$ cat config.mk
export PLATFORM = sky130hd
export DESIGN_NAME = latch_monitor
export DESIGN_NICKNAME = d
export VERILOG_FILES = /design/src/rtl/latch_monitor_pkg.sv /design/src/rtl/latch_monitor_settle_counter.sv /design/src/rtl/latch_monitor.sv
export SDC_FILE = /design/constraint.sdc
export NUM_CORES = 1
export LEC_CHECK = 0
export ABC_AREA = 1
export BUFFER_PORTS_ARGS = -buffer_cell sky130_fd_sc_hd__buf_2
export CAP_MARGIN = 5
export CORE_UTILIZATION = 35
export CTS_CLUSTER_SIZE = 10
export DETAILED_ROUTE_END_ITERATION = 7
export GPL_ROUTABILITY_DRIVEN = 0
export PLACE_DENSITY_LB_ADDON = 0.1
export SETUP_SLACK_MARGIN = 0.5
export SLEW_MARGIN = 20
export SYNTH_ARGS = -nofsm -noshare
export SYNTH_HDL_FRONTEND = slang
export SYNTH_SLANG_ARGS = --single-unit
$ cat constraint.sdc
create_clock -name clk -period 1.75 [get_ports clk]
set_input_delay 0.175 -clock clk [delete_from_list [all_inputs] [get_ports clk]]
set_output_delay 0.175 -clock clk [all_outputs]
set_load 0.02 [all_outputs]
$ cat src/rtl/latch_monitor_pkg.sv
// ============================================================================
// Module : latch_monitor_pkg
// Brief  : State encodings, counter widths and saturating helpers for latch_monitor.
// Rev    : 1.0  initial release
// ============================================================================
`default_nettype none

package latch_monitor_pkg;

    localparam int c_settle_w  = 4;
    localparam int c_timeout_w = 8;

    localparam logic [2:0] c_st_idle   = 3'd0;
    localparam logic [2:0] c_st_armed  = 3'd1;
    localparam logic [2:0] c_st_report = 3'd2;
    localparam logic [2:0] c_st_done   = 3'd3;
    localparam logic [2:0] c_st_fail   = 3'd4;

    localparam logic [c_settle_w-1:0]  c_settle_one  = 4'd1;
    localparam logic [c_timeout_w-1:0] c_timeout_one = 8'd1;

    function automatic logic [c_settle_w-1:0] sat_inc_settle(input logic [c_settle_w-1:0] v);
        return (&v) ? v : v + c_settle_one;
    endfunction

    function automatic logic [c_timeout_w-1:0] sat_inc_timeout(input logic [c_timeout_w-1:0] v);
        return (&v) ? v : v + c_timeout_one;
    endfunction

endpackage

`default_nettype wire

$ cat src/rtl/latch_monitor_settle_counter.sv
// ============================================================================
// Module : settle_counter
// Brief  : One-deep sample history and saturating count of repeated nonzero samples.
// Rev    : 1.0  initial release
// ============================================================================
`default_nettype none

module settle_counter
    import latch_monitor_pkg::*;
#(
    parameter int WIDTH  = 2,
    parameter int SETTLE = 2
) (
    input  logic             clk,
    input  logic             rst_n,
    input  logic             clear,
    input  logic             enable,
    input  logic [WIDTH-1:0] in_data,
    output logic             settled
);

    localparam logic [c_settle_w-1:0] c_settle = c_settle_w'(SETTLE);

    logic [WIDTH-1:0]      r_history;
    logic [c_settle_w-1:0] r_count;
    logic [c_settle_w-1:0] w_count_next;
    logic                  w_nonzero;

    assign w_nonzero = |in_data;

    always_comb begin
        w_count_next = '0;
        if (w_nonzero) begin
            w_count_next = (in_data == r_history) ? sat_inc_settle(r_count) : c_settle_one;
        end
    end

    // Settled is judged on the count this edge would load, so the FSM can leave on the same edge.
    assign settled = enable && (w_count_next >= c_settle);

    always_ff @(posedge clk or negedge rst_n) begin
        if (!rst_n) begin
            r_history <= '0;
            r_count   <= '0;
        end else if (clear) begin
            r_history <= '0;
            r_count   <= '0;
        end else if (enable) begin
            r_history <= in_data;
            r_count   <= w_count_next;
        end
    end

endmodule

`default_nettype wire

$ cat src/rtl/latch_monitor.sv
// ============================================================================
// Module : latch_monitor
// Brief  : Waits for a latched bus to settle on a nonzero value and reports it once.
// Rev    : 1.0  initial release
// ============================================================================
`default_nettype none

module latch_monitor
    import latch_monitor_pkg::*;
#(
    parameter int WIDTH   = 2,
    parameter int SETTLE  = 2,
    parameter int TIMEOUT = 255
) (
    input  logic             clk,
    input  logic             rst_n,
    input  logic [WIDTH-1:0] in_data,
    input  logic             arm,
    output logic             rpt_valid,
    input  logic             rpt_ready,
    output logic [WIDTH-1:0] rpt_data,
    output logic             done,
    output logic             timed_out
);

    localparam logic [c_timeout_w-1:0] c_timeout = c_timeout_w'(TIMEOUT);

    logic [2:0]             r_state;
    logic [c_timeout_w-1:0] r_tmo_count;
    logic [WIDTH-1:0]       r_rpt_data;
    logic [c_timeout_w-1:0] w_tmo_next;
    logic                   w_tmo_expired;
    logic                   w_settled;

    settle_counter #(
        .WIDTH  (WIDTH),
        .SETTLE (SETTLE)
    ) u_settle_counter (
        .clk     (clk),
        .rst_n   (rst_n),
        .clear   (r_state == c_st_idle),
        .enable  (r_state == c_st_armed),
        .in_data (in_data),
        .settled (w_settled)
    );

    assign w_tmo_next    = sat_inc_timeout(r_tmo_count);
    assign w_tmo_expired = (w_tmo_next >= c_timeout);

    always_ff @(posedge clk or negedge rst_n) begin
        if (!rst_n) begin
            r_state     <= c_st_idle;
            r_tmo_count <= '0;
            r_rpt_data  <= '0;
        end else begin
            case (r_state)
                c_st_idle: begin
                    r_tmo_count <= '0;
                    if (arm) begin
                        r_state <= c_st_armed;
                    end
                end
                c_st_armed: begin
                    r_tmo_count <= w_tmo_next;
                    // A settle on the expiry edge still counts as a success.
                    if (w_settled) begin
                        r_state    <= c_st_report;
                        r_rpt_data <= in_data;
                    end else if (w_tmo_expired) begin
                        r_state <= c_st_fail;
                    end
                end
                c_st_report: begin
                    if (rpt_ready) begin
                        r_state <= c_st_done;
                    end
                end
                c_st_done: r_state <= c_st_done;
                c_st_fail: r_state <= c_st_fail;
                default:   r_state <= c_st_idle;
            endcase
        end
    end

    assign rpt_valid = (r_state == c_st_report);
    assign rpt_data  = r_rpt_data;
    assign done      = (r_state == c_st_done);
    assign timed_out = (r_state == c_st_fail);

endmodule

`default_nettype wire

==> run metrics, run 1 <==
Clock transition at path regs 0.11 ns; post-synthesis sequential area ratio 40.8%; cell type with the highest aggregate area in the netlist dfrtp_1; critical path arrival 1.71 ns; num ports 11; Die Footprint 0.00356 sq mm; predominant post-synthesis flop cell dfrtp_1; worst reg2reg startpoint r_tmo_count[1]; internal reg-to-reg setup slack 0.24 ns; Post-Synthesis Cell Area ~0.0012 sq mm; Die Width between 50 and 60 um; clock skew 0.00578 ns; final core occ 53.9%; CP Class flip-flop to flip-flop; Core ar. 0.00310 sq mm; Avg Synthesized Cell Area between 6 and 7 sq um; ranking of synthesized cells by area dfrtp_1, nand2_1, nand3_1, o21ai_0, inv_1; fillers 299; crit path to r_state[2]; Initial Util roughly 38%; H-tree depth 1; RSZ-0062 raised after global routing true; Vias around 1.2k; r2r worst-path depth 12; Final Cell Area about 0.0017 sq mm; Detailed Route WL 3250 um; layout cells sized above 1 41.5%; Critical-path top delay cell dfrtp_1; Worst-Margin Slew 0.424 ns; DRT iter0 DRCs 41; maximum vdd drop around 0.00075 V; maxcap violations 0; # DRC 0; worst hold path cell count 3; cts bufs inserted 3; Fin. Hold Viols 0; CP Depth 12; clk_lat worst skew 0.29 ns; reg2reg end r_state[2]; highest clock rate 662 MHz; worst hold slack 0.191 ns; synth warn 0; synthesized flop and latch total 19; CTS tree yes; cell with the most instances after synthesis nand2_1; Final Max Tran Viols 0; min Tclk post-route 1.51 ns; clk buf depth 2; clock sinks 19; Slew headroom 71.7%; initial antenna violation count 0; Gate Count Post-Synth 168; largest net degree at the start of global routing 20; first-pass GRT wire length around 5000 um; asr flop ratio synth between 90% and 100%; number of inserted diodes 0; Via density 4.86; post-synth top area share 40.8%; nets 209; Post-synth EDFFs 0; Final Setup Violations 0; Area Growth Syn to Fin 43.6%; Syn Nets 176; grt ovf 0; crit path cell chain ha_4, inv_2, nor2_4, nand2_4, nand2_2, nand2_2, nand3_1, nor2_1, nand2_1, nand2_1, nand2_1, nor2_2; critical path launch point r_tmo_count[1]; Pre-antenna DRT Iters 5; Leakage 0.000796 uW; die height 59.7 um; root buf cell clkbuf_4; Std-Cell Rows 20; total track usage a little under a fifth; crit-path leading delay family simple AND/OR/NAND/NOR gates; DP HPWL ~2100 um; number of global-route vias before repair about 1.1k; commonest cells in the netlist nand2_1, inv_1, dfrtp_1, nand3_1; # port buffers 10; max incr delay on CP 0.41 ns; WP buf/inv 1; CP max FO 7; fin crit share 86.3%; Critical Path RT 1.95 ns; status finished clean; Routed Antenna Nets 0; Worst Setup End Kind flip-flop; power per cell area 1190 mW/mm^2; Setup TNS Final 0 ns; Pwr Total 2000 uW; detailed-route wire length per cell between 10 and 15 um; most used cell, CP nand2_1; CP startpoint kind flip-flop; Cell variety after synth 21; hold crit path type input pin to flip-flop; Post-DP Area approximately 0.0013 sq mm
==> how the worst min path moves through the flow <==
stage | start | to | slack [ns]
global route | in_data[0] | rpt_data[0] | 0.20
CTS | in_data[0] | rpt_data[0] | 0.19
floorplan | rst_n | r_state[0] | -0.12
global placement | rst_n | u_settle_counter.r_count[3] | 0.14
detailed placement | rst_n | u_settle_counter.r_count[3] | 0.14
finish | in_data[0] | rpt_data[0] | 0.19
==> sequential cells by signal, indices dropped and copies added, names as in the netlist <==
name,flops
r_state,3
u_settle_counter.r_count,4
rpt_data,2
u_settle_counter.r_history,2
r_tmo_count,8
==> logic make-up (layout without fill, tap and decap cells) <==
logic type | after synthesis | count (layout) | synth area share [%]
AOI/OAI and AO/OA | 25 | 25 | 11.6
xor gates and xnor gates | 2 | 2 | 1.50
adders and majority gates | 2 | 2 | 2.15
buffers and inverters | 25 | 57 | 8.38
DFF | 19 | 19 | 40.8
and+or+nand+nor | 95 | 95 | 35.6
==> per-layer routing <==
metal,GRT usage [%],vias to the layer above,wire (um)
met5,0,-,0
met4,9.63,0,49
met3,2.38,4,109
met2,29.2,22,1610
met1,26.5,559,1490
li1,-,602,-
==> final cells by class <==
type	instances	area [sq um]	area share (%)
Inverter	22	86.3	5.16
Multi-Input combinational cell	124	785	46.9
Clock buffer	4	26.3	1.57
Sequential cell	19	480	28.7
Timing Repair Buffer	31	240	14.4
Tap cell	44	55.1	3.29
==> power breakdown <==
group | switching [uW] | internal [uW] | leakage [uW]
sequential | 114 | 554 | 0.000246
clock | 134 | 88.6 | 0.0000150
combinational | 641 | 467 | 0.000535
==> what timing repair did <==
| item | in CTS | in global routing |
|---|---|---|
| hold buffers | 1 | 0 |
| pin swaps | 8 | 15 |
| setup buffers | 12 | 4 |
| endpoints found under the setup margin | 19 | 22 |
| resized for setup | 19 | 40 |
| endpoints found under the hold margin | 19 | 0 |
==> worst min-delay path, delay by kind of cell <==
| family | cells | cell delay, ns |
|---|---|---|
| compound gates | 1 | 0.08 |
| buf+inv | 2 | 0.20 |
==> cell usage in the layout (no fill, tap or decap), types with 6 or more instances in the layout <==
cell type and count:
nand3_1 8, buf_2 7, nand2_1 44, nand2_2 6
dfrtp_1 15, buf_6 6, nor2_4 8, buf_4 17
o21ai_0 12, nand3_2 10, inv_1 16, nor2_1 7
==> through the flow <==
| step | worst slack, ns | instances |
|---|---|---|
| after floorplan | 0.381 | 168 |
| after global placement | 0.201 | 223 |
| after detailed placement | 0.187 | 223 |
| after CTS | 0.271 | 240 |
| after global routing | 0.140 | 244 |
| final | 0.239 | 244 |
(Power assumes the default switching activity.)
==> run 2, diff against run 1 <==
clock period = 1.4 ns   (was 1.75 ns; I/O delays follow)
==> run metrics, run 2 (synthesis results as in run 1) <==
min Tclk post-route 1.49 ns; max reg flops 8; clk_lat worst skew 0.32 ns; maxcap violations 0; clk buf depth 2; clock sinks 19; sw power 1250 uW; cell internal pwr 1570 uW; fin crit share 107%; Vias ~1.2k; worst setup margin -0.0917 ns; Std-Cell Rows 20; commonest non-fill, non-tap cells in the layout nand2_1, dfrtp_1, inv_1, buf_6, buf_4; wire length on met3 approximately 140 um; Die Footprint 0.00356 sq mm; register with the most flip-flops r_tmo_count; power share of the combinational group about three fifths; switching share of power around 44%; cts bufs inserted 3; Post-Route M1 WL 1440 um; root buf cell clkbuf_4; failing checks negative setup slack; Detailed Route WL 3260 um; status complete, but fails checks; nets about 220; critical path arrival 1.76 ns; detailed-route wire length per cell 13.0 um; Leakage slightly below 0.0009 uW; Critical Path RT 1.67 ns; maximum vdd drop roughly 0.00085 V; Seq pwr share 29.1%; CP max FO 7; max incr delay on CP between 0.4 and 0.5 ns; final core occ 58.7%; Worst Setup End Kind flip-flop; num ports 11; number of global-route vias before repair 1163; Post-DP Area 0.00144 sq mm; fillers 300; Top Registers r_tmo_count (8), u_settle_counter.r_count (4), r_state (3); DRT iter0 DRCs 77; Slew headroom 69.5%; Pre-antenna DRT Iters 4; H-tree depth 1; Initial Util between 30% and 40%; FF/Latch Area 475 sq um; multi-input combinational cell area around 840 sq um; DP HPWL between 2000 and 2500 um; Die Width 59.7 um; layout cells sized above 1 45.4%; die height 59.7 um; highest clock rate 670 MHz; number of inserted diodes 0; Worst-Margin Slew 0.458 ns; Critical-path top delay cell dfrtp_1; RSZ-0062 raised after global routing true; Final Max Tran Viols 0; WP buf/inv 1; first-pass GRT wire length 5400 um; crit path cell chain ha_4, inv_4, nor2_4, nand2_4, nand3_2, nand3_2, nor2_1, nand2_1, nand2_1, nand2_1, nor2_2; CP startpoint kind flip-flop; Routed Antenna Nets 0; most used cell, CP nand2_1; metal2 WL 1600 um; Clk pwr share a little over a tenth; Fin. Hold Viols 0; Final Setup Violations 5; initial antenna violation count 0; # DRC 0; power per cell area 1550 mW/mm^2; # port buffers 10; CP Class flip-flop to flip-flop; Area Growth Syn to Fin 56.3%; clock skew 0.00197 ns; CTS tree yes; crit-path leading delay family simple AND/OR/NAND/NOR gates; top layer in use met4; grt ovf 0; Core ar. 0.00310 sq mm; Clock transition at path regs between 0.1 and 0.15 ns; Final Cell Area 0.00182 sq mm; total track usage approximately a fifth; commonest non-fill, non-tap cell in the layout nand2_1; largest net degree at the start of global routing 20; Via density 4.92; hold crit path type input pin to flip-flop
[run 2: cell count changes in the layout (fill, tap and decap cells not counted), moves of 3 or more]
cell	change
nand2_1	-4
nand2_2	+3
dfrtp_1	+4
o21ai_0	-4
dfrtp_2	-4
nor2_2	-4
o21ai_2	+3
buf_6	+10
[run 2: area by class of cell]
cell class	count	area share, %
inverters	22	5.02
clock buffers	3	1.24
repair buffers	38	18.4
clock inverters	1	0.275
well taps	44	3.02
flip-flops and latches	19	26.1
multi-input cells	124	45.9
[run 2: power groups by stage]
stage,Combinational (uW),Clock [uW],Sequential [uW]
after floorplan,719,0,837
after global placement,1150,0,793
after detailed placement,1160,0,797
after CTS,1430,310,808
after global routing,1870,335,834
final,1690,310,820
[run 2: stage by stage]
| stage | total power [uW] | cells | TNS [ns] | setup WS [ns] | hold slack, ns |
|---|---|---|---|---|---|
| finish | 2820 | 251 | -0.272 | -0.0917 | 0.138 |
| global route | 3040 | 251 | -0.970 | -0.198 | 0.158 |
| floorplan | 1560 | 168 | 0 | 0.0311 | -0.156 |
| detailed placement | 1960 | 233 | -0.156 | -0.0431 | 0.116 |
| global placement | 1950 | 233 | -0.0575 | -0.0174 | 0.108 |
| CTS | 2550 | 243 | -0.134 | -0.0473 | 0.127 |
[run 2: timing repair]
action	in CTS	in global routing
setup endpoints to repair	24	24
setup buffers	5	8
hold endpoints to repair	19	0
pin swaps	11	11
resized for setup	38	29
hold buffers	1	0
[run 2: worst min-delay path, cell delays in order]
cell and delay, ns:
buf_2 0.11, inv_1 0.10, o21ai_2 0.08
[run 2: worst paths after layout]
check | startpoint | endpoint | slack (ns) | depth (start not counted)
max in group asynchronous | rst_n | r_tmo_count[0] | 0.81 | 2
min in group asynchronous | rst_n | u_settle_counter.r_history[0] | 0.29 | 2
hold / removal | in_data[0] | rpt_data[0] | 0.14 | 3
setup / recovery | r_tmo_count[0] | r_state[2] | -0.09 | 11
setup reg to reg | r_tmo_count[0] | r_state[2] | -0.09 | 11
hold reg to reg | u_settle_counter.r_history[0] | u_settle_counter.r_history[0] | 0.54 | 2
[run 2: metal layers]
layer	GRT usage, %	up-vias
li1	-	620
met1	28.2	574
met2	32.7	33
met3	2.38	7
met4	8.97	0
met5	0	-
==> run 3, diff against run 2 <==
MAX_ROUTING_LAYER = met4   (was not set)
==> run metrics, run 3 (synthesis results as in run 1) <==
number of inserted diodes 0; maxcap violations 0; Area Growth Syn to Fin 56.1%; pre-CTS setup slack -0.0431 ns; Std-Cell Rows 20; CTS tree yes; Clock transition at path regs 0.12 ns; clock sinks 19; Pre-antenna DRT Iters 4; CP max FO 7; clk buf depth 2; first-pass GRT wire length 5390 um; internal reg-to-reg setup slack -0.1 ns; Die Footprint 0.00356 sq mm; Setup TNS Final -0.301 ns; most used cell, CP nand2_1; CP startpoint kind flip-flop; hold crit path type input pin to flip-flop; # DRC 0; max reg flops 8; register with the most flip-flops r_tmo_count; detailed-route wire length per cell approximately 13 um; Initial Util a little under two fifths; number of global-route vias before repair 1169; num ports 11; Final Setup Violations 5; clock skew 0.00199 ns; Slew headroom 69.2%; clk_lat worst skew ~0.32 ns; critical path arrival 1.76 ns; Final Max Tran Viols 0; failing checks negative setup slack; Post-Place Cells around 230; power per cell area between 1500 and 2000 mW/mm^2; Leakage 0.000874 uW; Worst-Margin Slew 0.461 ns; fillers 300; Vias 1223; cts bufs inserted 3; nets 216; initial antenna violation count 0; Fin. Hold Viols 0; commonest non-fill, non-tap cells in the layout nand2_1, dfrtp_1, inv_1, buf_6, buf_4; die height 59.7 um; worst reg2reg startpoint r_tmo_count[0]; status complete, but fails checks; r2r worst-path depth 11; total track usage 21.2%; grt ovf 0; layout cells sized above 1 45.9%; Pwr Total 2800 uW; fin crit share 107%; largest net degree at the start of global routing 20; Routed Antenna Nets 0; root buf cell clkbuf_4; Core ar. 0.00310 sq mm; Detailed Route WL 3280 um; Critical Path RT 1.66 ns; H-tree depth 1; Layout Cells excl Fill 251; # port buffers 10; reg2reg end r_state[2]; Top Registers r_tmo_count (8), u_settle_counter.r_count (4), r_state (3); Critical-path top delay cell dfrtp_1; DRT iter0 DRCs 56; min Tclk post-route 1.50 ns; Via density about 4.9; crit path cell chain ha_4, inv_4, nor2_4, nand2_4, nand3_2, nand3_2, nor2_1, nand2_1, nand2_1, nand2_1, nor2_2; DP HPWL 2200 um; max incr delay on CP 0.43 ns; worst setup margin -0.0951 ns; worst hold path startpoint in_data[0]; maximum vdd drop 0.000842 V; worst hold path cell count 3; commonest non-fill, non-tap cell in the layout nand2_1; CP Class flip-flop to flip-flop; Hold EP rpt_data[0]; Worst Setup End Kind flip-flop; highest clock rate 669 MHz; RSZ-0062 raised after global routing true; Die Width approximately 60 um
==> run 3: cell counts in the layout (fill, tap and decap cells not counted) <==
Identical to the previous run, type by type.
==> run 3: worst max-delay path by stage <==
stage,start,endpoint,slack (ns),cells past startpoint
after floorplan,r_tmo_count[1],r_state[2],0.03,11
after global placement,u_settle_counter.r_count[1],rpt_data[0],-0.02,10
after detailed placement,r_tmo_count[0],r_state[2],-0.04,11
after CTS,r_tmo_count[1],r_state[2],-0.05,11
after global routing,r_tmo_count[0],r_state[2],-0.20,11
final,r_tmo_count[0],r_state[2],-0.1,11
==> run 3: what timing repair did <==
item / CTS / global route
endpoints found under the hold margin: 19 / 0
resized for setup: 38 / 29
hold buffers: 1 / 0
setup endpoints to repair: 24 / 24
buffers inserted: 5 / 8
pin swaps: 11 / 12
==> run 3: critical path, delay by kind of cell, from the launching register on <==
family	cells	cell delay, ns
simple gates	9	0.79
flops	1	0.43
buf+inv	1	0.04
fa+ha+maj	1	0.18
==> run 3: routing by layer <==
metal	vias to the layer above	part of all wire [%]	GRT usage, %
met5	-	0	-
met4	0	2.1	8.97
met3	7	3.0	2.38
met2	26	49	32.7
met1	571	46	28.1
li1	619	-	-
==> run 3: cell type report <==
type | count | area (sq um) | area share (%)
Inverter | 22 | 91.3 | 5.02
Tap cell | 44 | 55.1 | 3.03
Clock buffer | 3 | 22.5 | 1.24
Clock inverter | 1 | 5.00 | 0.275
Timing Repair Buffer | 38 | 335 | 18.4
Multi-Input combinational cell | 124 | 833 | 45.8
Sequential cell | 19 | 475 | 26.2
==> run 3: per-stage QoR <==
step | cell area [sq um] | utilization, % | hold slack, ns
CTS | 1640 | 52.7 | 0.127
global route | 1820 | 58.6 | 0.158
global placement | 1440 | 46.5 | 0.108
detailed placement | 1440 | 46.5 | 0.116
finish | 1820 | 58.6 | 0.136
floorplan | 1260 | - | -0.156
==> run 3: where the power goes <==
part	internal [uW]	total [uW]	switching, uW
sequential	687	820	133
clock	107	308	200
combinational	767	1670	905
